$ cat config.mk
export PLATFORM = sky130hd
export DESIGN_NAME = booth_mul_seq
export DESIGN_NICKNAME = d
export VERILOG_FILES = /design/src/rtl/booth_mul_seq.sv
export SDC_FILE = /design/constraint.sdc
export NUM_CORES = 1
export LEC_CHECK = 0
export ABC_AREA = 1
export BUFFER_PORTS_ARGS = -buffer_cell sky130_fd_sc_hd__buf_4
export CAP_MARGIN = 20
export CORE_MARGIN = 2
export CORE_UTILIZATION = 49
export DETAILED_ROUTE_END_ITERATION = 8
export PLACE_DENSITY = 0.68
export RECOVER_POWER = 50
export SYNTH_ARGS = -nofsm -noshare
export SYNTH_HDL_FRONTEND = slang
export SYNTH_SLANG_ARGS = --single-unit
$ cat constraint.sdc
create_clock -name clk -period 7.4 [get_ports clk]
set_input_delay 0.37 -clock clk [delete_from_list [all_inputs] [get_ports clk]]
set_output_delay 0.37 -clock clk [all_outputs]
set_load 0.005 [all_outputs]
$ cat src/rtl/booth_mul_seq.sv
// booth_mul_seq -- sequential radix-4 Booth multiplier behind 4-phase
// return-to-zero handshake channels.
//
// A transaction is started by activate_0r. Operands x and y are pulled over
// their own req/ack channels, the product is accumulated one Booth digit per
// clock, and the result is pushed on the z channel. activate_0a closes the
// transaction. Every incoming req/ack passes through a SYNC_STAGES flop chain
// before the control logic uses it.
//
// Build option:
//   BOOTH_SIGNED_EN  defined   -> two's complement operands/product,
//                                 WIDTH/2 multiply cycles
//                    undefined -> unsigned operands/product,
//                                 WIDTH/2+1 multiply cycles
//
// Parameters:
//   WIDTH        operand width (even, >= 4)
//   FULL_PRODUCT 1: z_0d is 2*WIDTH bits, 0: z_0d is the low WIDTH bits
//   SYNC_STAGES  synchroniser depth on incoming req/ack (>= 2)
//
// Ports:
//   clk, rst_n            clock, asynchronous active-low reset
//   activate_0r/_0a       activation request (in) / acknowledge (out)
//   x_0r/_0a/_0d          operand x pull channel: req (out), ack/data (in)
//   y_0r/_0a/_0d          operand y pull channel: req (out), ack/data (in)
//   z_0r/_0a/_0d          result push channel: req/data (out), ack (in)

module booth_mul_seq #(
    parameter int WIDTH        = 16,
    parameter int FULL_PRODUCT = 1,
    parameter int SYNC_STAGES  = 2
) (
    input  logic                                          clk,
    input  logic                                          rst_n,
    input  logic                                          activate_0r,
    output logic                                          activate_0a,
    output logic                                          x_0r,
    input  logic                                          x_0a,
    input  logic [WIDTH-1:0]                              x_0d,
    output logic                                          y_0r,
    input  logic                                          y_0a,
    input  logic [WIDTH-1:0]                              y_0d,
    output logic                                          z_0r,
    input  logic                                          z_0a,
    output logic [((FULL_PRODUCT != 0) ? 2*WIDTH : WIDTH)-1:0] z_0d
);

    localparam int ZW = (FULL_PRODUCT != 0) ? 2*WIDTH : WIDTH;
    localparam int AW = 2*WIDTH + 2;   // accumulator / multiplicand width
    localparam int YW = WIDTH + 3;     // extended multiplier plus the y[-1] bit
`ifdef BOOTH_SIGNED_EN
    localparam int NDIG = WIDTH/2;
`else
    // The zero-extended multiplier needs one extra digit so its top digit is
    // never read as negative.
    localparam int NDIG = WIDTH/2 + 1;
`endif
    localparam int CW = $clog2(NDIG + 1);
    localparam logic [CW-1:0] LAST_DIG = CW'(NDIG - 1);

    typedef enum logic [2:0] {
        IDLE  = 3'd0,
        FETCH = 3'd1,
        MUL   = 3'd2,
        PUSH  = 3'd3,
        RTZ_Z = 3'd4,
        ACK   = 3'd5
    } state_t;

    // Extend x to accumulator width according to the build's number format.
    function automatic logic [AW-1:0] ext_x(input logic [WIDTH-1:0] v);
`ifdef BOOTH_SIGNED_EN
        ext_x = {{(AW-WIDTH){v[WIDTH-1]}}, v};
`else
        ext_x = {{(AW-WIDTH){1'b0}}, v};
`endif
    endfunction

    // Extend y by two bits and append the implicit y[-1] = 0 Booth bit.
    function automatic logic [YW-1:0] ext_y(input logic [WIDTH-1:0] v);
`ifdef BOOTH_SIGNED_EN
        ext_y = {{2{v[WIDTH-1]}}, v, 1'b0};
`else
        ext_y = {2'b00, v, 1'b0};
`endif
    endfunction

    // Radix-4 Booth partial product for one digit window {y[2i+1], y[2i], y[2i-1]}.
    function automatic logic [AW-1:0] booth_pp(input logic [2:0] win,
                                               input logic [AW-1:0] m);
        logic [AW-1:0] m2;
        m2 = {m[AW-2:0], 1'b0};
        case (win)
            3'b000, 3'b111: booth_pp = {AW{1'b0}};
            3'b001, 3'b010: booth_pp = m;
            3'b011:         booth_pp = m2;
            3'b100:         booth_pp = {AW{1'b0}} - m2;
            3'b101, 3'b110: booth_pp = {AW{1'b0}} - m;
            default:        booth_pp = {AW{1'b0}};
        endcase
    endfunction

    logic [SYNC_STAGES-1:0] act_sync_r;
    logic [SYNC_STAGES-1:0] xa_sync_r;
    logic [SYNC_STAGES-1:0] ya_sync_r;
    logic [SYNC_STAGES-1:0] za_sync_r;
    logic                   activate_0r_s;
    logic                   x_0a_s;
    logic                   y_0a_s;
    logic                   z_0a_s;

    state_t          state_r,  state_next;
    logic [AW-1:0]   mcand_r,  mcand_next;   // x, pre-shifted to the current digit weight
    logic [YW-1:0]   ysh_r,    ysh_next;     // y window register, low 3 bits = current digit
    logic [AW-1:0]   acc_r,    acc_next;
    logic [CW-1:0]   cnt_r,    cnt_next;
    logic            activate_0a_next;
    logic            x_0r_next;
    logic            y_0r_next;
    logic            z_0r_next;
    logic [ZW-1:0]   z_0d_next;
    logic [AW-1:0]   pp_s;
    logic [AW-1:0]   acc_sum_s;

    assign activate_0r_s = act_sync_r[SYNC_STAGES-1];
    assign x_0a_s        = xa_sync_r[SYNC_STAGES-1];
    assign y_0a_s        = ya_sync_r[SYNC_STAGES-1];
    assign z_0a_s        = za_sync_r[SYNC_STAGES-1];

    // Synchroniser chains for every incoming req/ack.
    always_ff @(posedge clk or negedge rst_n) begin
        if (!rst_n) begin
            act_sync_r <= {SYNC_STAGES{1'b0}};
            xa_sync_r  <= {SYNC_STAGES{1'b0}};
            ya_sync_r  <= {SYNC_STAGES{1'b0}};
            za_sync_r  <= {SYNC_STAGES{1'b0}};
        end else begin
            act_sync_r <= {act_sync_r[SYNC_STAGES-2:0], activate_0r};
            xa_sync_r  <= {xa_sync_r[SYNC_STAGES-2:0],  x_0a};
            ya_sync_r  <= {ya_sync_r[SYNC_STAGES-2:0],  y_0a};
            za_sync_r  <= {za_sync_r[SYNC_STAGES-2:0],  z_0a};
        end
    end

    // State, datapath and registered handshake outputs.
    always_ff @(posedge clk or negedge rst_n) begin
        if (!rst_n) begin
            state_r     <= IDLE;
            mcand_r     <= {AW{1'b0}};
            ysh_r       <= {YW{1'b0}};
            acc_r       <= {AW{1'b0}};
            cnt_r       <= {CW{1'b0}};
            activate_0a <= 1'b0;
            x_0r        <= 1'b0;
            y_0r        <= 1'b0;
            z_0r        <= 1'b0;
            z_0d        <= {ZW{1'b0}};
        end else begin
            state_r     <= state_next;
            mcand_r     <= mcand_next;
            ysh_r       <= ysh_next;
            acc_r       <= acc_next;
            cnt_r       <= cnt_next;
            activate_0a <= activate_0a_next;
            x_0r        <= x_0r_next;
            y_0r        <= y_0r_next;
            z_0r        <= z_0r_next;
            z_0d        <= z_0d_next;
        end
    end

    // Next-state, datapath and output decode.
    always_comb begin
        state_next       = state_r;
        mcand_next       = mcand_r;
        ysh_next         = ysh_r;
        acc_next         = acc_r;
        cnt_next         = cnt_r;
        activate_0a_next = activate_0a;
        x_0r_next        = x_0r;
        y_0r_next        = y_0r;
        z_0r_next        = z_0r;
        z_0d_next        = z_0d;
        pp_s             = booth_pp(ysh_r[2:0], mcand_r);
        acc_sum_s        = acc_r + pp_s;

        case (state_r)
            IDLE: begin
                if (activate_0r_s) begin
                    state_next = FETCH;
                    x_0r_next  = 1'b1;
                    y_0r_next  = 1'b1;
                    acc_next   = {AW{1'b0}};
                    cnt_next   = {CW{1'b0}};
                end else begin
                    state_next = IDLE;
                end
            end

            FETCH: begin
                // The two operand channels complete independently.
                if (x_0r && x_0a_s) begin
                    x_0r_next  = 1'b0;
                    mcand_next = ext_x(x_0d);
                end else begin
                    x_0r_next  = x_0r;
                end
                if (y_0r && y_0a_s) begin
                    y_0r_next = 1'b0;
                    ysh_next  = ext_y(y_0d);
                end else begin
                    y_0r_next = y_0r;
                end
                if (!x_0r && !y_0r && !x_0a_s && !y_0a_s) begin
                    state_next = MUL;
                end else begin
                    state_next = FETCH;
                end
            end

            MUL: begin
                acc_next   = acc_sum_s;
                mcand_next = {mcand_r[AW-3:0], 2'b00};
                // Arithmetic shift; the unsigned build's top bits are zero anyway.
                ysh_next   = {{2{ysh_r[YW-1]}}, ysh_r[YW-1:2]};
                cnt_next   = cnt_r + 1'b1;
                if (cnt_r == LAST_DIG) begin
                    // Load the result now; z_0r follows a cycle later so the
                    // data is stable before the request is seen.
                    state_next = PUSH;
                    z_0d_next  = acc_sum_s[ZW-1:0];
                end else begin
                    state_next = MUL;
                end
            end

            PUSH: begin
                // z_0r is low only on the first PUSH cycle.
                if (!z_0r) begin
                    z_0r_next = 1'b1;
                end else if (z_0a_s) begin
                    z_0r_next  = 1'b0;
                    state_next = RTZ_Z;
                end else begin
                    z_0r_next  = 1'b1;
                end
            end

            RTZ_Z: begin
                if (!z_0a_s) begin
                    state_next       = ACK;
                    activate_0a_next = 1'b1;
                end else begin
                    state_next = RTZ_Z;
                end
            end

            ACK: begin
                // If activate was already withdrawn this yields a one-cycle pulse.
                if (!activate_0r_s) begin
                    activate_0a_next = 1'b0;
                    state_next       = IDLE;
                end else begin
                    activate_0a_next = 1'b1;
                end
            end

            default: begin
                state_next       = IDLE;
                activate_0a_next = 1'b0;
                x_0r_next        = 1'b0;
                y_0r_next        = 1'b0;
                z_0r_next        = 1'b0;
            end
        endcase
    end

endmodule

==> results of run 1 <==
registers in the layout (all words and copies together) (netlist names), 2 cells and up:
signal	flops
z_0d	32
ya_sync_r	2
ysh_r	17
act_sync_r	2
cnt_r	4
acc_r	32
state_r	3
za_sync_r	2
mcand_r	32
xa_sync_r	2
cells in the final DEF, fill, tap and decap left out, types with 4 or more instances in the layout:
cell type and n:
a21o_1 4, nor2_4 5, or2_1 6, o21ai_0 72, o21ai_1 6, dfrtp_1 132, xor2_1 26, clkbuf_4 37
nand2_1 257, nand3b_1 9, inv_1 97, inv_2 7, nor3_1 24, o2111ai_1 10, o21bai_1 4, clkbuf_1 5
buf_4 40, nor2_1 113, nand3_2 5, o22ai_1 46, o221ai_1 5, nand3_1 77, clkbuf_16 17, nand2_2 4
nor2_2 8, nand4_1 7, inv_6 4, ha_1 37, a21oi_1 57, o211ai_1 5, a211oi_1 15, xnor2_1 9
worst reg2reg max path: cells and delay by family (launching register included):
family / cells / cell delay, ps
buffers and inverters: 4 / 330
XOR/XNOR: 2 / 430
AND/OR/NAND/NOR: 8 / 1070
adder cells (fa/ha/maj): 2 / 590
flip-flops: 1 / 360
AO/OA/AOI/OAI: 5 / 860
timing repair:
action / in CTS / in global routing
hold buffers: 1 / 0
endpoints found under the setup margin: 0 / 0
hold endpoints to repair: 13 / 0
power groups by stage:
stage          Combinational, W  Sequential (W)  Clock (W)
2_1_floorplan           0.00193         0.00106          0
3_3_place_gp            0.00255         0.00112          0
3_5_place_dp            0.00257         0.00112          0
4_1_cts                 0.00259         0.00111   0.000919
5_1_grt                 0.00295         0.00114   0.000949
6_report                0.00263         0.00111   0.000910
per-stage QoR:
step                      instances  instance area (um^2)
after global routing           1412                  9761
after detailed placement       1379                  9148
final                          1412                  9761
after global placement         1379                  9148
after floorplan                1114                  8409
after CTS                      1412                  9779
path summary, 6_finish.rpt:
| path | start | end | slack (ps) |
|---|---|---|---|
| worst max register to register | mcand_r[1] | z_0d[23] | 3640 |
| worst min register to register | xa_sync_r[0] | xa_sync_r[1] | 350 |
| min in group asynchronous | rst_n | cnt_r[0] | 1920 |
| worst max-delay path | rst_n | mcand_r[27] | 3080 |
| worst min-delay path | z_0a | za_sync_r[0] | 60 |
| max in group clk | mcand_r[1] | z_0d[23] | 3640 |
logic make-up after synthesis:
| kind of cell | count (synthesis) | share of synthesized area (%) |
|---|---|---|
| flops | 132 | 39.28 |
| xor+xnor | 35 | 3.645 |
| buf+inv | 143 | 6.695 |
| simple gates | 526 | 27.56 |
| compound gates | 240 | 17.08 |
| fa+ha+maj | 38 | 5.743 |
routing by layer:
layer / share of wire (%) / routed length (um) / up-vias / GRT usage (%)
li1: - / - / 3912 / -
met1: 49 / 11860 / 3788 / 41.78
met2: 43 / 10320 / 281 / 40.78
met3: 6.6 / 1599 / 31 / 5.330
met4: 1.5 / 361 / 0 / 6.597
met5: 0 / 0 / - / 0
final cells by class:
type                       instances  area (um^2)
fill                            1652         6940
multi-input combinational        839         4556
sequential                       132         3303
timing repair buffer              82        603.1
clock buffer                      18        429.2
inverter                         107        401.6
tap                              220        275.3
clock inverter                    14        192.7
==> results.sh, run 1 <==
export IMPL_outcome="finished, violations left"
export IMPL_violations="capacitance limit, slew limit"
export IMPL_post_synth_cell_area_avg_um2=7.549
export IMPL_max_slew_margin_pct=-172.3
export IMPL_max_cap_viol_count=1
export IMPL_ys_seq_area_share_pct=39.28
export IMPL_p_int_w=0.002330
export IMPL_cts_buffer_depth=2
export IMPL_die_h_um=135.0
export IMPL_p_leak_nw=4.712
export IMPL_netlist_area_um2=8409
export IMPL_drt_total_wl_um=24140
export IMPL_cts_setup_buffers=0
export IMPL_p_sw_share_pct=49.95
export IMPL_cp_depth=3
export IMPL_setup_viol=0
export IMPL_post_cts_resize_count=0
export IMPL_ys_ff_latch=132
export IMPL_clock_skew_ps=8.580
export IMPL_crit_path_end_kind="asynchronous set/reset pin"
export IMPL_grt_remaining_overflow=0
export IMPL_syn_inst=1114
export IMPL_reg2reg_depth=21
export IMPL_synth_area_leaders="dfrtp_1 39%, nand2_1 11%, ha_1 5.5%"
export IMPL_num_rows=47
export IMPL_crit_fanout=77
export IMPL_yosysUniqueCellTypes=50
export IMPL_antenna_found_initial=0
export IMPL_areaGrowthSynthToFinish_pct=16.07
export IMPL_hold_path_cell_count=1
export IMPL_io_pins=74
export IMPL_port_buffers=73
export IMPL_dpl_hpwl_um=17280
export IMPL_syn_nets=1190
export IMPL_synth_warnings=0
export IMPL_start_kind="primary input"
export IMPL_cts_root_buf="clkbuf_16"
export IMPL_dieArea_um2=18230
export IMPL_firstDrtPassIters=6
export IMPL_synth_main_ff_cell="dfrtp_1"
export IMPL_path_class="primary input to asynchronous set/reset pin"
export IMPL_clk_pin_slew_ps=70
export IMPL_finalPower_w=0.004655
export IMPL_fmax_mhz=231.7
export IMPL_grt_pass1_wl_um=39500
export IMPL_synthArstFlopShare_pct=100.0
export IMPL_grt_pass1_vias=7582
export IMPL_required_ps=7870
export IMPL_drcViolationCount=0
export IMPL_via_per_inst=5.674
export IMPL_tightestPinTransition_ps=4085
export IMPL_num_vias=8012
export IMPL_final_nets=1255
export IMPL_hold_viol_final=0
export IMPL_drt_iter0_markers=900
export IMPL_vdd_drop_max_uv=248.2
export IMPL_routedWlPerCell_um=17.10
export IMPL_synth_top_area_share_pct=39.28
export IMPL_netlist_top_cells_count="257 x nand2_1, 132 x dfrtp_1, 114 x nor2_1, 97 x inv_1, 77 x nand3_1"
export IMPL_finalCritPeriodShare_pct=58.33
export IMPL_rsz0062_at_grt="no"
export IMPL_utilization_pct=58.44
export IMPL_period_minus_slack_ps=4317
export IMPL_synth_edf_count=0
export IMPL_cts_sinks=132
export IMPL_initial_core_util_pct=50.35
export IMPL_core_area_um2=16700
export IMPL_path_delay_family="buffers and inverters"
export IMPL_power_frac_clock_pct=19.6
export IMPL_fin_tns_setup_ps=0
export IMPL_ant_nets=0
export IMPL_htreeDepth=4
export IMPL_place_ws_ps=3707
export IMPL_p_sw_w=0.002325
export IMPL_grt_max_degree=78
export IMPL_synth_most_common_cell="nand2_1"
export IMPL_antenna_cells=0
export IMPL_pwr_share_seq_pct=23.9
export IMPL_cp_data_arrival_time_ps=4790
export IMPL_p_comb_share_pct=56.6
export IMPL_slowest_stage="clkbuf_1"
export IMPL_clk_latency_ps=430
export IMPL_p_per_area_nw_per_um2=476.9
export IMPL_drv_slew=78
export IMPL_numCtsBuffers=17
export IMPL_worst_path_largest_cell_delay_ps=2850
export IMPL_fin_ws_ps=3083
export IMPL_cp_cell_sequence="dlygate4sd3_1, clkbuf_1, buf_4"
export IMPL_grt_usage_pct=27.60
export IMPL_drive_gt1_share_pct=12.50
export IMPL_whs_ps=63.52
export IMPL_min_path_type="primary input to register"
export IMPL_tritoncts="built"
export IMPL_gp_congestion=0.9611
export IMPL_fp_dieW_um=135.0
export IMPL_crit_buf_inv=3
export IMPL_yosysTopAreaCell="dfrtp_1"
Power figures use the tool's default switching activity.
==> run 2, diff against run 1 <==
- ABC_AREA: 1 -> 0
- PLACE_DENSITY: 0.68 -> 0.7
- clock period: 7.4 -> 3.5 ns (I/O delays scaled with it)
==> run 2 against run 1 <==
The flow finishes with violations (hold timing, capacitance limit, slew limit, setup timing). Count of clock-buffer cells in the layout fell by 1. Synthesized area increased by 5.5%. Cell area increased by 34%. Via count is 17% higher. Critical path type is now register to register. Non-clock buffer count rose by 243. Cell count grew 12%. First-iteration DRC count shrank 15%. Utilization grew 15 points. Critical endpoint is now z_0d[27].
==> results.sh, run 2 <==
export IMPL_synth_warnings=0
export IMPL_max_cap_viol_count=1
export IMPL_required_ps=3830
export IMPL_drv_slew=83
export IMPL_crit_fanout=6
export IMPL_io_pins=74
export IMPL_synth_edf_count=0
export IMPL_grt_max_degree=83
export IMPL_worst_path_largest_cell_delay_ps=460
export IMPL_drive_gt1_share_pct=37.48
export IMPL_ant_nets=0
export IMPL_cts_sinks=132
export IMPL_grt_usage_pct=28.14
export IMPL_areaGrowthSynthToFinish_pct=47.13
export IMPL_cts_root_buf="clkbuf_16"
export IMPL_reg_largest_list="acc_r (32), mcand_r (32), z_0d (32)"
export IMPL_min_path_type="primary input to register"
export IMPL_netlist_area_um2=8875
export IMPL_antenna_cells=0
export IMPL_start_kind="register"
export IMPL_setup_viol=43
export IMPL_final_common_cell="buf_4"
export IMPL_fillers=1242
export IMPL_drcViolationCount=0
export IMPL_synth_top_area_share_pct=37.22
export IMPL_synth_area_leaders="dfrtp_1 37%, nand2_1 7.8%, ha_1 5.2%"
export IMPL_synth_main_ff_cell="dfrtp_1"
export IMPL_clk_pin_slew_ps=70
export IMPL_initial_core_util_pct=49.74
export IMPL_ys_seq_area_share_pct=37.22
export IMPL_die_h_um=138.6
export IMPL_tritoncts="built"
export IMPL_routedWlPerCell_um=17.99
export IMPL_clk_latency_ps=440
export IMPL_final_nets=1421
export IMPL_hold_viol_final=1
export IMPL_dieArea_um2=19200
export IMPL_outcome="finished, violations left"
export IMPL_multi_input_area_um2=6210
export IMPL_regArea_um2=3308
export IMPL_violations="hold timing, capacitance limit, slew limit, setup timing"
export IMPL_yosysUniqueCellTypes=67
export IMPL_rsz0062_at_grt="yes"
export IMPL_period_minus_slack_ps=4198
export IMPL_num_rows=49
export IMPL_yosysTopAreaCell="dfrtp_1"
export IMPL_fin_ws_ps=-698.0
export IMPL_synthArstFlopShare_pct=100.0
export IMPL_cp_cell_sequence="nor4_4, nand3_2, buf_6, or2_4, or4_4, xor2_1, a221oi_1, a31oi_1, ha_1, a21o_1, a21o_1, a21o_1, a21oi_2, o21bai_1, or2_2, xor2_1, mux2_2"
export IMPL_cts_buffer_depth=2
export IMPL_grt_pass1_wl_um=44360
export IMPL_max_slew_margin_pct=-39.19
export IMPL_path_class="register to register"
export IMPL_ys_ff_latch=132
export IMPL_crit_path_end_kind="register"
export IMPL_cp_data_arrival_time_ps=4520
export IMPL_port_buffers=73
export IMPL_numCtsBuffers=17
export IMPL_drt_total_wl_um=28540
export IMPL_grt_remaining_overflow=0
export IMPL_post_synth_cell_area_avg_um2=8.233
export IMPL_htreeDepth=4
export IMPL_whs_ps=-2.730
export IMPL_fin_tns_setup_ps=-19910
export IMPL_grt_pass1_vias=9202
export IMPL_via_per_inst=5.890
export IMPL_holdCritStartpoint="y_0d[3]"
export IMPL_antenna_found_initial=0
export IMPL_num_vias=9348
export IMPL_firstDrtPassIters=7
export IMPL_finalCritPeriodShare_pct=119.9
export IMPL_synth_most_common_cell="nand2_1"
export IMPL_dpl_hpwl_um=18360
export IMPL_final_cell_mix="242 x buf_4, 171 x nand2_1, 128 x dfrtp_1"
export IMPL_tightestPinTransition_ps=2088
export IMPL_clock_skew_ps=8.850
export IMPL_cpMostUsedCell="a21o_1"
export IMPL_crit_path_start="mcand_r[11]"
export IMPL_syn_inst=1078
export IMPL_netlist_top_cells_count="185 x nand2_1, 132 x dfrtp_1, 113 x nor2_1, 82 x o21ai_0, 64 x clkbuf_1"
export IMPL_slowest_stage="or4_4"
export IMPL_r2r_start="mcand_r[11]"
export IMPL_drt_iter0_markers=766
export IMPL_gp_congestion=0.8937
export IMPL_syn_nets=1154
export IMPL_core_area_um2=17840
export IMPL_fmax_mhz=238.2
export IMPL_fp_dieW_um=138.6
==> run 2: cell count changes in the layout (fill, tap and decap cells not counted), moves of 18 or more <==
cell / delta
a22o_1: +24
buf_4: +202
nand3_1: -57
a21oi_1: -29
xnor2_1: +18
o22ai_1: -23
mux2i_1: +26
buf_6: +28
inv_1: -82
nand2_1: -86
==> run 2: stage by stage <==
step           util (%)  setup slack (ps)  instances  hold slack (ps)  area [um^2]
6_report          73.19            -698.0       1587           -2.730        13060
4_1_cts           69.84            -597.2       1572            1.932        12460
3_5_place_dp      63.06            -765.8       1505            275.6        11250
5_1_grt           73.19            -857.9       1587            12.07        13060
3_3_place_gp      63.06            -671.2       1505            274.5        11250
2_1_floorplan         -            -634.9       1078           -120.6         9218
==> run 2: layer usage <==
layer  part of all wire [%]  vias up  track usage [%]
met5                      0        -                0
met4                    4.4        0            13.32
met1                     41     4560            34.73
met2                     50      329            48.59
li1                       -     4366                -
met3                    4.3       93            4.282
==> run 2: worst paths after layout <==
| check | end | slack [ps] | depth (start not counted) |
|---|---|---|---|
| worst max-delay path | z_0d[27] | -700 | 17 |
| worst min-delay path | ysh_r[4] | -3 | 3 |
| worst max register to register | z_0d[27] | -700 | 17 |
| worst min register to register | act_sync_r[1] | 350 | 0 |
| max in group asynchronous | ysh_r[2] | 570 | 3 |
| min in group asynchronous | mcand_r[7] | 840 | 2 |
==> run 2: cell families after synthesis <==
logic type | after synthesis | share of synthesized area, %
AOI/OAI and AO/OA | 291 | 21.44
xor gates and xnor gates | 61 | 6.020
adders and majority gates | 38 | 5.442
buffers and inverters | 97 | 4.272
DFF | 132 | 37.22
muxes | 36 | 4.201
and+or+nand+nor | 423 | 21.40
==> run 2: what timing repair did <==
action | CTS | global route
gates resized for setup | 66 | 108
pin swaps | 47 | 65
buffers inserted | 23 | 21
hold buffers | 13 | 0
endpoints found under the setup margin | 42 | 47
hold endpoints to repair | 93 | 0
==> run 2: cell type report <==
type | count | share of cell area (%)
clock buffer | 17 | 3.258
clock inverter | 15 | 1.418
inverter | 20 | 0.5941
multi-input combinational | 849 | 47.56
sequential | 132 | 25.34
tap | 229 | 2.194
timing repair buffer | 325 | 19.64
==> run 2: worst max-delay path: cells and delay by family (launching register included) <==
family / cells / cell delay, ps
xor gates and xnor gates: 2 / 320
and+or+nand+nor: 5 / 1520
AOI/OAI and AO/OA: 7 / 1160
buffers and inverters: 1 / 170
adders and majority gates: 1 / 230
DFF: 1 / 420
muxes: 1 / 270
Power of run 2 is left out: the tool's default activity adds up to more than one toggle a clock period on the data nets, which glitch-free logic cannot reach.
